<file path="src/rtl/mux3_rr_arb.sv">
// mux3_rr_arb: round-robin arbiter driving the S1/S0 selects of a 3:1 data mux
// Ports:
//   clk, rst_n         clock, asynchronous active-low reset
//   V0..V2             source i has a valid word on mux input Di
//   Out_ready          downstream accepts the word this cycle
//   S1, S0             registered mux selects (00=D0, 01=D1, 10=D2, never 11)
//   Out_valid          mux output holds a valid word from the granted source
//   A0..A2             transfer strobe for source i
//   Busy               a grant is held
module mux3_rr_arb #(
   parameter int MAXB = 4,
   parameter int CW   = 4
) (
   input  logic clk,
   input  logic rst_n,
   input  logic V0,
   input  logic V1,
   input  logic V2,
   input  logic Out_ready,
   output logic S0,
   output logic S1,
   output logic Out_valid,
   output logic A0,
   output logic A1,
   output logic A2,
   output logic Busy
);
   typedef enum logic {IDLE, GRANT} st_t;
   st_t st_q, st_d;
   logic [1:0] g_q, g_d, ptr_q, ptr_d;
   logic [CW-1:0] cnt_q, cnt_d;
   logic [2:0] v;
   logic xfer, last, any;
   function automatic logic [1:0] inc3(input logic [1:0] x);
      return x == 2'd2 ? 2'd0 : x + 2'd1;
   endfunction
   // first requester in cyclic order s, s+1, s+2
   function automatic logic [1:0] pick(input logic [1:0] s, input logic [2:0] m);
      logic [1:0] a, b;
      a = inc3(s);
      b = inc3(a);
      return m[s] ? s : m[a] ? a : b;
   endfunction
   assign v         = {V2, V1, V0};
   assign any       = |v;
   assign Busy      = st_q == GRANT;
   assign Out_valid = Busy && v[g_q];
   assign xfer      = Out_valid && Out_ready;
   assign last      = cnt_q == CW'(MAXB - 1);
   assign {S1, S0}  = g_q;
   assign A0        = xfer && g_q == 2'd0;
   assign A1        = xfer && g_q == 2'd1;
   assign A2        = xfer && g_q == 2'd2;
   always_comb begin
      st_d  = st_q;
      g_d   = g_q;
      ptr_d = ptr_q;
      cnt_d = cnt_q;
      if (st_q == IDLE) begin
         if (any) begin
            g_d   = pick(ptr_q, v);
            cnt_d = '0;
            st_d  = GRANT;
         end
      end else if (xfer && !last) begin
         cnt_d = cnt_q + CW'(1);
      end else if (xfer || !v[g_q]) begin
         // burst exhausted or source dropped: current grant gets lowest priority
         ptr_d = inc3(g_q);
         cnt_d = '0;
         if (any) g_d = pick(inc3(g_q), v);
         else st_d = IDLE;
      end
   end
   always_ff @(posedge clk or negedge rst_n) begin
      if (!rst_n) begin
         st_q  <= IDLE;
         g_q   <= 2'd0;
         ptr_q <= 2'd0;
         cnt_q <= '0;
      end else begin
         st_q  <= st_d;
         g_q   <= g_d;
         ptr_q <= ptr_d;
         cnt_q <= cnt_d;
      end
   end
endmodule

</file>
<file path="config.mk">
export PLATFORM = sky130hd
export DESIGN_NAME = mux3_rr_arb
export DESIGN_NICKNAME = d
export VERILOG_FILES = /design/src/rtl/mux3_rr_arb.sv
export SDC_FILE = /design/constraint.sdc
export NUM_CORES = 1
export LEC_CHECK = 0
export CAP_MARGIN = 5
export CORE_UTILIZATION = 35
export DETAILED_ROUTE_END_ITERATION = 8
export SYNTH_ARGS = -nofsm -noshare
export SYNTH_HDL_FRONTEND = slang
export SYNTH_SLANG_ARGS = --single-unit
export TNS_END_PERCENT = 1
</file>
<file path="constraint.sdc">
create_clock -name clk -period 4.2 [get_ports clk]
set_input_delay 0.84 -clock clk [delete_from_list [all_inputs] [get_ports clk]]
set_output_delay 0.84 -clock clk [all_outputs]
set_load 0.02 [all_outputs]
</file>
# Word-level counts from Yosys, hierarchy flattened
# Cells that the tools add are included.
# word_totals
ram_bits,0
elab_cells,74
latch_bits,0
n_memories,0
reg_bits,9
out_inout_bits,7
in_bits,6
rom_bits,0
# classes
n_div,0
mul,0
addsub,6
reduce_logical,15
bitwise_logic,1
shift,0
n_lt_le_gt_ge,5
mux,32
eq_ne,11
# op_table
operator,n
two-way mux 2 bit,14
two-way mux 4 bit,4
"< comparator 2 x 3 -> 1 bit, second input constant",5
"adder 2 x 1 -> 2 bit, second input constant",5
binary-select mux 1 bit (select 2 bit),5
"== test 2 bit, second input constant",5
two-way mux 1 bit,9
logical AND 1 bit,6
"adder 4 x 1 -> 4 bit, second input constant",1
"== test 4 x 2 -> 1 bit, second input constant",1
AND reduction 4 bit,1
"!= test 3 x 1 -> 1 bit, second input constant",1
"!= test 3 bit, second input constant",1
AND reduction 3 bit,1
OR reduction 3 bit,1
"== test 2 x 1 -> 1 bit, second input constant",1
logical NOT 1 bit,2
logical NOT 2 bit,1
"!= test 2 x 1 -> 1 bit, second input constant",1
"!= test 2 bit, second input constant",1
AND reduction 2 bit,1
nonzero test 2 bit,1
logical OR 1 bit,1
NOT 1 bit,1

# Logic depth before layout (Yosys ltp)
# Gate-level depths: netlist (run 1).
# depth
ltp_word,12
mapped_depth,5
ltp_nobuf,5

# Worst setup path after synthesis (run 1)
# No wires, ideal clock.
# synth_path
path_kind,in2out
start,input V0
end,output A2
t_arrival_ns,1.793
n_path_buf,0
stages,4
required_ns,3.360
path_slack_ns,1.567
cell_sequence,mux2i_2 o2bb2ai_4 nand2_1 nor3b_1
# synth_via
elab_chain_cells,5
# synth_lines
element,line_no,source
start: declaration,16,"input logic V0,"
binary-select mux 1 bit (select 2 bit),47,assign Out_valid = Busy && v[g_q];
two-way mux 1 bit (not written as such),47,
logical AND 1 bit,47,
logical AND 1 bit,48,assign xfer = Out_valid && Out_ready;
logical AND 1 bit,53,assign A2 = xfer && g_q == 2'd2;
end: declaration,25,"output logic A2,"
# No other way between the ends. The select of a mux whose other input is x is not followed.

# Worst setup path after layout (run 1)
# layout_path
start,input V2
end,output A2
# layout_via
elab_chain_cells,5
# layout_lines
element,line_no,source
start: declaration,18,"input logic V2,"
binary-select mux 1 bit (select 2 bit),47,
two-way mux 1 bit (not written as such),47,
logical AND 1 bit,47,
logical AND 1 bit,48,
logical AND 1 bit,53,
# No other way between the ends. The select of a mux whose other input is x is not followed.

==> results of run 1 <==
==> registers in the layout, summed over array words and instances, names as in the netlist <==
name and flops:
g_q 2, ptr_q 2, cnt_q 4, Busy 1
==> stage by stage <==
step | cells | utilization (%) | setup WS, ps
4_1_cts | 107 | 47.1 | 555
5_1_grt | 107 | 47.1 | 423
3_5_place_dp | 103 | 45.6 | 564
2_1_floorplan | 68 | - | 1570
3_3_place_gp | 103 | 45.6 | 587
6_report | 107 | 47.1 | 551
==> metal layers <==
layer / track usage [%] / wire (µm)
met5: 0 / 0
met3: 2.40 / 52
met2: 24.1 / 645
met1: 20.7 / 651
met4: 3.64 / 0
==> final cells by class <==
cell class	count	share of cell area, %
inverters	6	2.77
well taps	25	3.85
repair buffers	12	14.8
multi-input cells	51	47.7
clock buffers	4	3.23
flip-flops and latches	9	27.7
==> path summary, 6_finish.rpt <==
kind / startpoint / end / slack (ps) / depth (start not counted)
worst max-delay path: V2 / A2 / 550 / 6
worst max register to register: g_q[1] / g_q[1] / 2500 / 4
worst min register to register: cnt_q[0] / cnt_q[0] / 510 / 1
worst min-delay path: cnt_q[0] / cnt_q[0] / 510 / 1
min in group asynchronous: rst_n / ptr_q[0] / 880 / 1
max in group asynchronous: rst_n / cnt_q[2] / 3010 / 1
==> cell usage in the layout, fill, tap and decap left out, types with 2 or more instances in the layout <==
| cell | netlist | final |
|---|---|---|
| clkdlybuf4s50_1 | 0 | 12 |
| dfrtp_1 | 9 | 9 |
| inv_1 | 6 | 6 |
| nand2_1 | 5 | 5 |
| nand2b_1 | 4 | 4 |
| nor2_1 | 4 | 4 |
| nor3_1 | 3 | 3 |
| clkbuf_4 | 0 | 3 |
| and2_1 | 2 | 2 |
| nor3b_1 | 2 | 2 |
| mux2_1 | 2 | 2 |
| nand3_1 | 2 | 2 |
| o22ai_1 | 2 | 2 |
| mux2i_1 | 2 | 2 |
==> power breakdown <==
group          total (µW)  switching, µW  internal, µW
clock                69.4           32.8          36.7
combinational         226            105           121
sequential            152           41.5           111
total                 447            179           268
==> cell families after synthesis <==
logic type / after synthesis
multiplexers: 6
flip-flops: 9
AO/OA/AOI/OAI: 15
AND/OR/NAND/NOR: 29
buffers and inverters: 8
adder cells (fa/ha/maj): 1
==> out/summary.txt, run 1 <==
Critical path type = in2out
Via density = 5.24
Worst hold slack = 512 ps
Yosys Warn Count = 0
Final WL = 1350 µm
Post-CTS sizing = 0
Register Area = 225 µm²
Overflow after GRT = 0
Cell family with most CP delay = buffers and inverters
Hold Buf Count CTS = 0
Final Power = 447 µW
CTS Buffer Depth = 2
F_max = 0.274 GHz
Startpoint Class = primary input
Largest driver fanout on the critical path = 8
Die height = 45.1 µm
Peak VDD IR = 243 µV
Final setup viols = 0
P per Cell Area = 550 mW/mm²
Type of the worst min-delay path = reg2reg
Worst EP arrival = 2810 ps
Worst Path Required = 3360 ps
Ratio of cells with drive above 1 in the final layout = 11.0%
Drt pass-1 iters = 4
Worst clock skew = 5.56 ps
Fin area = 813 µm²
Filler cells = 182
Ys flop type = dfrtp_1
CTS buffer count = 3
Synth async-reset ratio = 100%
Layout area overhead = 25.0%
Synth Register Bits = 9
Synth area leader = dfrtp_1
Final hold vios = 0
Die width = 45.1 µm
Mux cell area share after synthesis = 11.0%
Slowest stage delay, CP = 630 ps
GRT Total Usage = 14.8%
Most frequent cell after synthesis = dfrtp_1
Synth Area in Simple Gates = 25.6%
Largest net degree at the start of global routing = 13
Cells after Synth = 68
Synth cell types = 37
Max-slew violations = 0
Worst-path clk slew = 60 ps
Antenna Cells = 0
Main combinational cell family by area after synthesis = simple AND/OR/NAND/NOR gates
Crit path cell chain = clkdlybuf4s50_1 > mux2i_2 > o2bb2ai_4 > nand2_1 > nor3b_1 > clkdlybuf4s50_1
H-tree level count = 1
RSZ-0062 raised after global routing = no
DIE AREA = 0.00204 mm²
Row count = 15
DRC = 0
Leak = 0.000333 µW
Max-cap violation count = 0
Wire per inst = 12.6 µm
Io pins = 13
Placed standard-cell area = 787 µm²
Worst-Skew Late Latency = 260 ps
Number of port buffers = 12
Post-route ant nets = 0
Layout Nets = 90
Number of global-route vias before repair = 524
Synth top cells by count = dfrtp_1 (9), inv_1 (6), nand2_1 (5)
Starting DRT DRC Count = 11
Initial antenna violation count = 0
Slowest library cell on the worst path = clkdlybuf4s50_1
Top-area cell type share of the netlist area = 34.6%
CORE AREA = 0.00173 mm²
Syn_area_per_cell = 9.57 µm²
Compound-cell area share of the yosys netlist = 21.2%
Final Cycle Share = 86.9%
Sequential cell area fraction in the yosys report = 34.6%
Rel. slew slack = 70.6%
Global-route wire length before repair = 2230 µm
Post-synth EDFFs = 0
Initial Utilization = 37.7%
CTS tree = built
Xor and xnor area share after synthesis = 0%
Top cells by area, synth = dfrtp_1 (35%), o2bb2ai_4 (4.2%), nand2b_1 (3.8%), inv_1 (3.5%), mux2_1 (3.5%)
Post-Synth Adder-Cell Area = 1.92%
Fin crit period = 3650 ps
Root buf cell = clkbuf_4
Synthesized Nets = 75
Clock Sinks = 9
Setup crit end kind = output port
CP dominant cell by count = clkdlybuf4s50_1
Worst path bufs/invs = 2
Status = completed
Area of the multi-input gates = 388 µm²
Routability cong. = 0.699
Synth Cell Area = 651 µm²
Worst-margin pin slew = 440 ps
TNS Setup = 0 ps
DR vias = 561
Number of post-CTS setup repair buffers = 0
Note: power is estimated with default switching activity, not from simulation.
==> inputs of run 2 (changes only) <==
--- a/config.mk
+++ b/config.mk
@@ -5,7 +5,6 @@
 export SDC_FILE = /design/constraint.sdc
 export NUM_CORES = 1
 export LEC_CHECK = 0
-export CAP_MARGIN = 5
 export CORE_UTILIZATION = 35
 export DETAILED_ROUTE_END_ITERATION = 8
 export SYNTH_ARGS = -nofsm -noshare
==> results of run 2 <==
The final DEF is identical to that of run 1; final timing and power are the same.
==> inputs of run 3 (changes only) <==
--- a/config.mk
+++ b/config.mk
@@ -5,8 +5,10 @@
 export SDC_FILE = /design/constraint.sdc
 export NUM_CORES = 1
 export LEC_CHECK = 0
+export CORE_MARGIN = 4
 export CORE_UTILIZATION = 35
 export DETAILED_ROUTE_END_ITERATION = 8
+export PLACE_DENSITY = 0.59
 export SYNTH_ARGS = -nofsm -noshare
 export SYNTH_HDL_FRONTEND = slang
 export SYNTH_SLANG_ARGS = --single-unit
==> out/summary.txt, run 3 (synthesized netlist as in run 1, its figures left out) <==
Routability cong. = 0.747 (+6.8%)
Met2 Track Usage GR = 17.4% (-6.7 points)
Layout area overhead = 25.0% (unchanged)
Worst-margin pin slew = 403 ps (-36.6 ps)
Row count = 15 (unchanged)
P_int = 268 µW (about the same)
Largest registers = cnt_q x4, g_q x2, ptr_q x2
Die height = 51.1 µm (+13%)
TNS Setup = 0 ps (unchanged)
H-tree level count = 1 (unchanged)
Post-route ant nets = 0 (unchanged)
Post-DP HPWL = 974 µm
GRT busiest layer = met2
Final Cycle Share = 86.8% (about the same)
Number of post-CTS setup repair buffers = 0 (unchanged)
DIE AREA = 0.00261 mm² (+28%)
Logic gate share of total power = 50.3% (about the same)
DR vias = 534 (-4.8%)
Layout Nets = 90 (unchanged)
Global-route wire length before repair = 2300 µm (+3.1%)
Critical path type = in2out
Worst EP arrival = 2810 ps (about the same)
Fin crit period = 3650 ps (-2.05 ps)
Final Power = 443 µW (-0.88%)
Register share of total power = 34.3% (+0.3 points)
Setup crit end kind = output port
Worst hold slack = 515 ps (+3.36 ps)
Wire per inst = 12.1 µm (-3.6%)
Commonest cells after routing, fill and taps aside = clkdlybuf4s50_1 (12), dfrtp_1 (9), inv_1 (6), nand2_1 (5)
CTS buffer count = 3 (unchanged)
Post-CTS sizing = 0 (unchanged)
Rel. slew slack = 73.0% (+2.4 points)
GRT met1 Usage = 15.5% (-5.2 points)
Overflow after GRT = 0 (unchanged)
Hold Buf Count CTS = 0 (unchanged)
Root buf cell = clkbuf_4
P per Cell Area = 545 mW/mm² (-0.88%)
Final hold vios = 0 (unchanged)
Filler cells = 174 (-4.4%)
Final setup viols = 0 (unchanged)
Starting DRT DRC Count = 10 (-1)
Worst-path clk slew = 60 ps (about the same)
Antenna Cells = 0 (unchanged)
Max-slew violations = 0 (unchanged)
Type of the worst min-delay path = reg2reg
GRT Total Usage = 11.5% (-3.3 points)
Initial Utilization = 37.3% (-0.41 points)
Largest net degree at the start of global routing = 13 (unchanged)
Die width = 51.1 µm (+13%)
Number of global-route vias before repair = 516 (-1.5%)
F_max = 0.274 GHz (about the same)
Io pins = 13 (unchanged)
Commonest non-fill, non-tap cell in the layout = clkdlybuf4s50_1
Drt pass-1 iters = 4 (unchanged)
Ratio of cells with drive above 1 in the final layout = 11.0% (unchanged)
Clock power share = 15.5% (about the same)
Via density = 4.99 (-4.8%)
Largest register FFs = 4 (unchanged)
DRC = 0 (unchanged)
Worst-Skew Late Latency = 260 ps (about the same)
CORE AREA = 0.00175 mm² (+1.1%)
Final WL = 1300 µm (-3.6%)
CTS tree = built
Initial antenna violation count = 0 (unchanged)
Status = completed
Clock Sinks = 9 (unchanged)
Worst Path Required = 3360 ps (about the same)
Number of port buffers = 12 (unchanged)
Peak VDD IR = 232 µV (-4.5%)
Largest driver fanout on the critical path = 8 (unchanged)
Worst clock skew = 2.75 ps (-2.81 ps)
CTS Buffer Depth = 2 (unchanged)
RSZ-0062 raised after global routing = no
Biggest register = cnt_q
GRT met3 Usage = 3.50% (+1.1 points)
Leak = 0.000333 µW (unchanged)
Switching pwr = 175 µW (-2.2%)
Net Sw Frac = 39.5% (-0.52 points)
Startpoint Class = primary input
Reg-to-reg slack, setup = 2510 ps (about the same)
Max-cap violation count = 0 (unchanged)
[run 3: cell counts in the layout (fill, tap and decap cells not counted)]
No cell type changed its count.
[run 3: critical path, stage by stage]
cell             delay (ps)
clkdlybuf4s50_1         610
mux2i_2                 130
o2bb2ai_4               250
nand2_1                 140
nor3b_1                 210
clkdlybuf4s50_1         630
[run 3: power groups by stage]
| stage | registers, µW | logic [µW] | clock network [µW] |
|---|---|---|---|
| floorplan | 148 | 166 | 0 |
| global placement | 152 | 224 | 0 |
| detailed placement | 154 | 223 | 0 |
| CTS | 152 | 225 | 70.3 |
| global route | 157 | 242 | 73.8 |
| finish | 152 | 223 | 68.5 |
[run 3: per-layer routing]
layer | share of wire, % | routed length, µm
met1 | 51 | 658
met2 | 45 | 584
met3 | 3.7 | 48
met4 | 0.62 | 8
met5 | 0 | 0
[run 3: path summary, 6_finish.rpt]
kind / from / end / cells past startpoint
max in group asynchronous: rst_n / cnt_q[3] / 1
min: cnt_q[0] / cnt_q[0] / 1
min in group asynchronous: rst_n / ptr_q[0] / 1
min reg2reg: cnt_q[0] / cnt_q[0] / 1
max: V2 / A2 / 6
max reg2reg: g_q[1] / g_q[1] / 4
[run 3: cell type report]
cell class	instances	area [µm²]	area share [%]
repair buffers	12	120	14.8
well taps	25	31.3	3.85
flip-flops and latches	9	225	27.7
clock buffers	4	26.3	3.23
inverters	6	22.5	2.77
multi-input cells	51	388	47.7
[run 3: through the flow]
stage | setup slack [ps] | cells | cell area, µm² | utilization (%)
4_1_cts | 554 | 107 | 813 | 46.6
2_1_floorplan | 1570 | 68 | 651 | -
5_1_grt | 409 | 107 | 813 | 46.6
3_3_place_gp | 571 | 103 | 787 | 45.1
3_5_place_dp | 555 | 103 | 787 | 45.1
6_report | 553 | 107 | 813 | 46.6
